--- src/rtl/ifelse_flag_monitor.sv ---
// ifelse_flag_monitor
// Windowed statistics on the if/else priority decoder outputs. Over each
// WINDOW-cycle window it counts rising edges of b, counts cycles with c high
// and captures the last d code. Each window summary is offered on a
// valid/ready report port and held stable until it is accepted.
// Optional build macro: IFELSE_FLAG_MONITOR_OVF_EN adds the rpt_ovf output,
// a sticky per-window flag raised when a saturated counter sees another
// increment.
module ifelse_flag_monitor #(
    parameter int CNT_W  = 8,
    parameter int WINDOW = 16,
    parameter int WIN_W  = 8
) (
    input  logic             clock,
    input  logic             reset,
    input  logic             b_in,
    input  logic             c_in,
    input  logic [1:0]       d_in,
    input  logic             enable,
    input  logic             rpt_ready,
    output logic             rpt_valid,
    output logic [CNT_W-1:0] rpt_b_rise,
    output logic [CNT_W-1:0] rpt_c_high,
    output logic [1:0]       rpt_d_last,
`ifdef IFELSE_FLAG_MONITOR_OVF_EN
    output logic             rpt_ovf,
`endif
    output logic             busy
);

    typedef enum logic [1:0] {
        IDLE  = 2'd0,
        ACCUM = 2'd1,
        HOLD  = 2'd2
    } state_t;

    localparam logic [CNT_W-1:0] CNT_MAX  = '1;
    localparam logic [WIN_W-1:0] WIN_LAST = WIN_W'(WINDOW - 1);

    state_t           state_q, state_d;
    logic [WIN_W-1:0] win_cnt_q, win_cnt_d;
    logic [CNT_W-1:0] b_cnt_q, b_cnt_d;
    logic [CNT_W-1:0] c_cnt_q, c_cnt_d;
    logic             b_prev_q;
    logic [CNT_W-1:0] rpt_b_q, rpt_b_d;
    logic [CNT_W-1:0] rpt_c_q, rpt_c_d;
    logic [1:0]       rpt_d_q, rpt_d_d;
    logic             rise;
    logic             win_end;
    logic             accum_run;
    logic [CNT_W-1:0] b_inc;
    logic [CNT_W-1:0] c_inc;
`ifdef IFELSE_FLAG_MONITOR_OVF_EN
    logic             ovf_q, ovf_d;
    logic             rpt_ovf_q, rpt_ovf_d;
    logic             ovf_hit;
`endif

    // Increment by one unless already at the all-ones ceiling.
    function automatic logic [CNT_W-1:0] sat_inc(input logic [CNT_W-1:0] v,
                                                  input logic             inc);
        logic [CNT_W-1:0] r;
        r = v;
        if (inc && (v != CNT_MAX)) begin
            r = v + CNT_W'(1);
        end
        return r;
    endfunction

    assign rise      = b_in & ~b_prev_q;
    assign win_end   = (win_cnt_q == WIN_LAST);
    // Samples only count in ACCUM while enable stays high; a low enable aborts.
    assign accum_run = (state_q == ACCUM) && enable;
    assign b_inc     = sat_inc(b_cnt_q, rise);
    assign c_inc     = sat_inc(c_cnt_q, c_in);
`ifdef IFELSE_FLAG_MONITOR_OVF_EN
    assign ovf_hit   = (rise && (b_cnt_q == CNT_MAX)) || (c_in && (c_cnt_q == CNT_MAX));
`endif

    // State register.
    always_ff @(posedge clock) begin
        if (reset) begin
            state_q <= IDLE;
        end else begin
            state_q <= state_d;
        end
    end

    // Next-state logic: start on enable, abort on enable drop, hold until handshake.
    always_comb begin
        state_d = state_q;
        case (state_q)
            IDLE: begin
                if (enable) state_d = ACCUM;
            end
            ACCUM: begin
                if (!enable)      state_d = IDLE;
                else if (win_end) state_d = HOLD;
            end
            HOLD: begin
                if (rpt_ready) state_d = enable ? ACCUM : IDLE;
            end
            default: state_d = IDLE;
        endcase
    end

    // Counter and report next values; counters fall back to zero outside a running window.
    always_comb begin
        win_cnt_d = '0;
        b_cnt_d   = '0;
        c_cnt_d   = '0;
        rpt_b_d   = rpt_b_q;
        rpt_c_d   = rpt_c_q;
        rpt_d_d   = rpt_d_q;
`ifdef IFELSE_FLAG_MONITOR_OVF_EN
        ovf_d     = 1'b0;
        rpt_ovf_d = rpt_ovf_q;
`endif
        if (accum_run) begin
            if (win_end) begin
                // Final cycle's samples are folded straight into the report.
                rpt_b_d   = b_inc;
                rpt_c_d   = c_inc;
                rpt_d_d   = d_in;
`ifdef IFELSE_FLAG_MONITOR_OVF_EN
                rpt_ovf_d = ovf_q | ovf_hit;
`endif
            end else begin
                win_cnt_d = win_cnt_q + WIN_W'(1);
                b_cnt_d   = b_inc;
                c_cnt_d   = c_inc;
`ifdef IFELSE_FLAG_MONITOR_OVF_EN
                ovf_d     = ovf_q | ovf_hit;
`endif
            end
        end
    end

    // Datapath registers; b_prev tracks b_in in every state so edges spanning a window start are seen.
    always_ff @(posedge clock) begin
        if (reset) begin
            win_cnt_q <= '0;
            b_cnt_q   <= '0;
            c_cnt_q   <= '0;
            b_prev_q  <= 1'b0;
            rpt_b_q   <= '0;
            rpt_c_q   <= '0;
            rpt_d_q   <= '0;
`ifdef IFELSE_FLAG_MONITOR_OVF_EN
            ovf_q     <= 1'b0;
            rpt_ovf_q <= 1'b0;
`endif
        end else begin
            win_cnt_q <= win_cnt_d;
            b_cnt_q   <= b_cnt_d;
            c_cnt_q   <= c_cnt_d;
            b_prev_q  <= b_in;
            rpt_b_q   <= rpt_b_d;
            rpt_c_q   <= rpt_c_d;
            rpt_d_q   <= rpt_d_d;
`ifdef IFELSE_FLAG_MONITOR_OVF_EN
            ovf_q     <= ovf_d;
            rpt_ovf_q <= rpt_ovf_d;
`endif
        end
    end

    // Outputs decoded from the registered state; HOLD is exactly the report-valid state.
    always_comb begin
        rpt_valid = (state_q == HOLD);
        busy      = (state_q != IDLE);
    end

    assign rpt_b_rise = rpt_b_q;
    assign rpt_c_high = rpt_c_q;
    assign rpt_d_last = rpt_d_q;
`ifdef IFELSE_FLAG_MONITOR_OVF_EN
    assign rpt_ovf    = rpt_ovf_q;
`endif

endmodule

--- config.mk ---
export PLATFORM = sky130hd
export DESIGN_NAME = ifelse_flag_monitor
export DESIGN_NICKNAME = d
export VERILOG_FILES = /design/src/rtl/ifelse_flag_monitor.sv
export SDC_FILE = /design/constraint.sdc
export NUM_CORES = 1
export LEC_CHECK = 0
export CAP_MARGIN = 10
export CORE_MARGIN = 2
export CORE_UTILIZATION = 28
export CTS_BUF_LIST = sky130_fd_sc_hd__clkbuf_16
export DETAILED_ROUTE_END_ITERATION = 16
export SLEW_MARGIN = 20
export SYNTH_ARGS = -nofsm -noshare
export SYNTH_HDL_FRONTEND = slang
export SYNTH_SLANG_ARGS = --single-unit
export TNS_END_PERCENT = 100
--- constraint.sdc ---
create_clock -name clock -period 1.85 [get_ports clock]
set_input_delay 0.2775 -clock clock [delete_from_list [all_inputs] [get_ports clock]]
set_output_delay 0.2775 -clock clock [all_outputs]
set_load 0.02 [all_outputs]
* Yosys cells after proc, flatten, opt, wreduce, memory -nomap -nowiden
Index checks and enable logic that the tools add are counted.
Word-level totals: flip-flop bits (word level) 45, input bits 8, output and inout bits 20, logic and storage cells 38
Operators by class: add/subtract/negate cells 3, equality and inequality tests 8, muxes and demuxes 8, bitwise logic cells 3, reductions and logical operators 8
Operators by type and width (count):
- adder 8 x 1 -> 8 bit (second input constant) | 3
- two-way mux 8 bit | 2
- inequality test 8 bit (second input constant) | 2
- == test 8 x 4 -> 1 bit (second input constant) | 1
- two-way mux 2 bit | 4
- one-hot mux 2 bit (3 select lines) | 1
- inequality test 2 bit (second input constant) | 2
- logical AND 1 bit | 3
- inequality test 3 bit (second input constant) | 1
- AND reduction 3 bit | 1
- OR reduction 3 bit | 1
- == test 2 x 1 -> 1 bit (second input constant) | 1
- == test 2 bit (second input constant) | 1
- zero test 2 bit | 1
- NOT 1 bit | 2
- AND reduction 2 bit | 1
- nonzero test 2 bit | 1
- bitwise AND 1 bit | 1
- two-way mux 1 bit | 1

* Logic depth before layout (Yosys ltp)
depth in word-level cells 4, mapped depth 6, gate-level depth less buffers 4

* Worst setup path after synthesis
No wires, ideal clock.
path type flip-flop to flip-flop, start point reg win_cnt_q[5], end point reg rpt_b_q[5] (netlist: rpt_b_rise[5]), library setup time 0.134 ns, arrival 1.439 ns, data required time 1.716 ns, setup slack 0.277 ns, stages on the path, launching flop included 5, path buffers 1, period minus slack after synthesis 1.573 ns, cell sequence dfxtp_1 > or4_4 > nor3_4 > buf_6 > o32ai_1
On the way: longest elaborated chain between the ends 2
Ends and longest elaborated chain:
- start: declaration | RTL line 41 | logic [WIN_W-1:0] win_cnt_q, win_cnt_d;
- start signal: assignment | RTL line 154 | win_cnt_q <= win_cnt_d;
- == test 8 x 4 -> 1 bit | RTL line 71 | assign win_end = (win_cnt_q == WIN_LAST);
- AND reduction 2 bit (no line)
- end signal: assignment | RTL line 158 | rpt_b_q <= rpt_b_d;
- end: declaration | RTL line 45 | logic [CNT_W-1:0] rpt_b_q, rpt_b_d;
No other way between the ends. A chain may end at the register's enable or synchronous reset.

* Worst setup path in the final report
start point reg state_q[1], end point out rpt_valid
On the way: longest elaborated chain between the ends 1
Ends and longest elaborated chain:
- start: declaration | RTL line 40 | state_t state_q, state_d;
- start signal: assignment | RTL line 85 | state_q <= state_d;
- == test 2 bit | RTL line 170 | rpt_valid = (state_q == HOLD);
- end: declaration | RTL line 21 | output logic rpt_valid,
No other way between the ends.

==> flow_summary_export.csv <==
group,metric,value,unit
logic_synthesis,avgSynthCellArea,9.43,um^2
finish,nets,266,
sta,timing.slew.headroom,62.6,%
critical_path,reg2regPathDepth,4,
sta,slew_viol_final,0,
clock_tree,cts_buffer_depth,2,
grt,grt_pass1_wl,8030,um
logic_synthesis,yosysSeqAreaShare,44.2,%
routing,viasPerCell,5.25,
clock_tree,cts_tree,"yes",
grt,globalRouteTotalUtil,12.9,%
power,peakVddDrop,0.333,mV
critical_path,worstSetupStartpointType,"flop",
routing,drc,0,
place,finalWeightedCongestion,0.827,
sta,final.setup.tns,0,ps
routing,vias,1862,
logic_synthesis,ys_warn_count,0,
logic_synthesis,ys_types,49,
sta,finalHoldViolCount,0,
worst_hold_path,min_path_cells,1,
grt,grt_max_degree,25,
clock_tree,cts_num_sinks,45,
sta,final.min_clock_period,1740,ps
logic_synthesis,synth-edff-count,0,
clock_tree,post_cts_resized,0,
logic_synthesis,ys_ff_latch,45,
critical_path,cp_max_fo,5,
critical_path,reg2reg_from,"c_cnt_q[1]",
clock_tree,cts-root-buf,"clkbuf_16",
logic_synthesis,async_reset_ff_share,0,%
logic_synthesis,ys.flop_type,"dfxtp_1",
clock_tree,insertion_delay,280,ps
clock_tree,holdBufCountCts,0,
die,die_y,89.3,um
grt,grt_pass1_vias,1735,
critical_path,crit_start,"state_q[1]",
critical_path,cp-endpoint,"rpt_valid",
routing,drtPass1Iterations,4,
grt,antenna_found_initial,0,
die,core,7140,um^2
finish,seq_area,901,um^2
clock_tree,cts_setup_buffers,0,
finish,nFillCells,746,
finish,multi_input_area,1060,um^2
critical_path,worst-setup-path-type,"flop to output pin",
die,rows,31,
place,dpl.hpwl,3530,um
finish,diodes,0,
worst_hold_path,hold_path_class,"flop to flop",
sta,finClkSkew,3.67,ps
grt,grt_overflow_total,0,
sta,rsz0062_at_grt,"no",
power,power.total,1.90,mW
sta,finalCritPeriodShare,94.0,%
critical_path,r2r-end,"rpt_c_high[1]",
die,die_w,89.3,um
finish,area_growth,29.9,%
job,drv_cap,0,
sta,max_freq,575,MHz
routing,drt_wl_total,4960,um
logic_synthesis,syn_inst,216,
routing,drt_iter0_markers,87,
critical_path,reg2reg_slack,200,ps
place,numPortBuffers,27,
clock_tree,htree_levels,2,
critical_path,endpoint_kind,"output pin",
outcome,status,"finished, final reports clean",
die,die-area,7970,um^2
finish,drive_above_1_share,10.9,%
critical_path,worst_ep_arrival_time,1460,ps
clock_tree,cts.clk_slew.worst_paths,60,ps
power,leakagePower,0.845,nW
die,num_io_pins,28,
die,start_util,28.5,%
sta,worst_slew_pin_slew,559,ps
sta,setup_viol,0,
logic_synthesis,synth_nets,227,
routing,detail-route-antenna-nets,0,
critical_path,cp.required,1570,ps
power,powerDensity,718,nW/um^2
logic_synthesis,syn_area,2040,um^2
clock_tree,numCtsBuffers,5,
routing,post_drt_wl_per_cell,14.0,um
-- flip-flops by register name (all words and copies together) (netlist names) --
signal	count
win_cnt_q	8
rpt_b_rise	8
rpt_d_last	2
b_cnt_q	8
state_q	2
rpt_c_high	8
b_prev_q	1
c_cnt_q	8
-- layout by cell type (no fill, tap or decap), types with 4 or more instances in the layout --
| cell | Yosys | layout |
|---|---|---|
| dfxtp_1 | 45 | 45 |
| clkdlybuf4s50_1 | 0 | 27 |
| nand2_1 | 18 | 18 |
| a21oi_1 | 14 | 14 |
| buf_4 | 2 | 13 |
| nor3_1 | 12 | 12 |
| o32ai_1 | 11 | 11 |
| a31oi_1 | 8 | 8 |
| inv_1 | 7 | 8 |
| nand4_1 | 8 | 8 |
| nor2_1 | 7 | 7 |
| and2_1 | 5 | 5 |
| nor4b_1 | 5 | 5 |
| clkbuf_16 | 0 | 5 |
| nor2b_1 | 4 | 4 |
| nand3_1 | 4 | 4 |
| and4_1 | 4 | 4 |
| o31ai_1 | 4 | 4 |
| a311oi_1 | 4 | 4 |
-- kinds of logic after synthesis --
group	share of synthesized area (%)
adder cells (fa/ha/maj)	1.84
buffers and inverters	4.18
XOR/XNOR	1.29
AO/OA/AOI/OAI	22.5
flip-flops	44.2
AND/OR/NAND/NOR	25.9
-- stage by stage --
step	setup WS [ps]	hold WS (ps)	cell area, um^2	cells	util, %
after floorplan	277	406	2040	216	-
after global placement	81.8	431	2490	346	34.9
after detailed placement	75.6	438	2490	346	34.9
after CTS	98.1	455	2630	354	36.9
after global routing	42.4	485	2650	355	37.1
final	111	455	2650	355	37.1
-- worst max-delay path, stage by stage, from the launching register on --
cell             delay, ps
dfxtp_1                370
nor2b_1                180
clkdlybuf4s50_1        620
-- worst min path at each step --
| stage | startpoint | end |
|---|---|---|
| 5_1_grt | win_cnt_q[0] | win_cnt_q[0] |
| 2_1_floorplan | b_in | b_prev_q |
| 3_5_place_dp | win_cnt_q[0] | win_cnt_q[0] |
| 4_1_cts | win_cnt_q[0] | win_cnt_q[0] |
| 6_report | win_cnt_q[0] | win_cnt_q[0] |
| 3_3_place_gp | win_cnt_q[0] | win_cnt_q[0] |
-- routing by layer --
metal / global-route usage, % / part of all wire [%]
met1: 15.7 / 46
met2: 21.9 / 49
met3: 2.86 / 3.8
met4: 5.43 / 1.2
met5: 0 / 0
-- final cells by class --
type | count | area share (%)
multi-input cells | 154 | 40.2
flip-flops and latches | 45 | 34.1
repair buffers | 41 | 14.7
clock buffers | 5 | 4.73
well taps | 99 | 4.68
inverters | 8 | 1.14
clock inverters | 3 | 0.520
-- report_power, final --
part,total (mW),internal (mW),switching [mW],leakage [nW]
Sequential,0.976,0.972,0.00392,0.363
Clock,0.856,0.491,0.365,0.0748
Combinational,0.0661,0.0310,0.0351,0.407
Total,1.90,1.49,0.404,0.845
-- synth_stat cells (all sizes together) (3+ instances only) --
| cell | count | area [um^2] |
|---|---|---|
| dfxtp | 45 | 901 |
| nand2 | 18 | 67.6 |
| a21oi | 14 | 70.1 |
| nor3 | 13 | 76.3 |
| o32ai | 11 | 96.3 |
| a31oi | 8 | 50.1 |
| nand4 | 8 | 50.1 |
| inv | 7 | 26.3 |
| nor2 | 7 | 26.3 |
| and2 | 5 | 31.3 |
| buf | 5 | 36.3 |
| clkbuf | 5 | 18.8 |
| nor4b | 5 | 43.8 |
| a311oi | 4 | 35.0 |
| and4 | 4 | 35.0 |
| nand3 | 4 | 20.0 |
| nor2b | 4 | 25.0 |
| o31ai | 4 | 30.0 |
| a211oi | 3 | 22.5 |
| and3 | 3 | 18.8 |
| ha | 3 | 37.5 |
| o211ai | 3 | 36.3 |
Note: power is estimated with default switching activity, not from simulation.
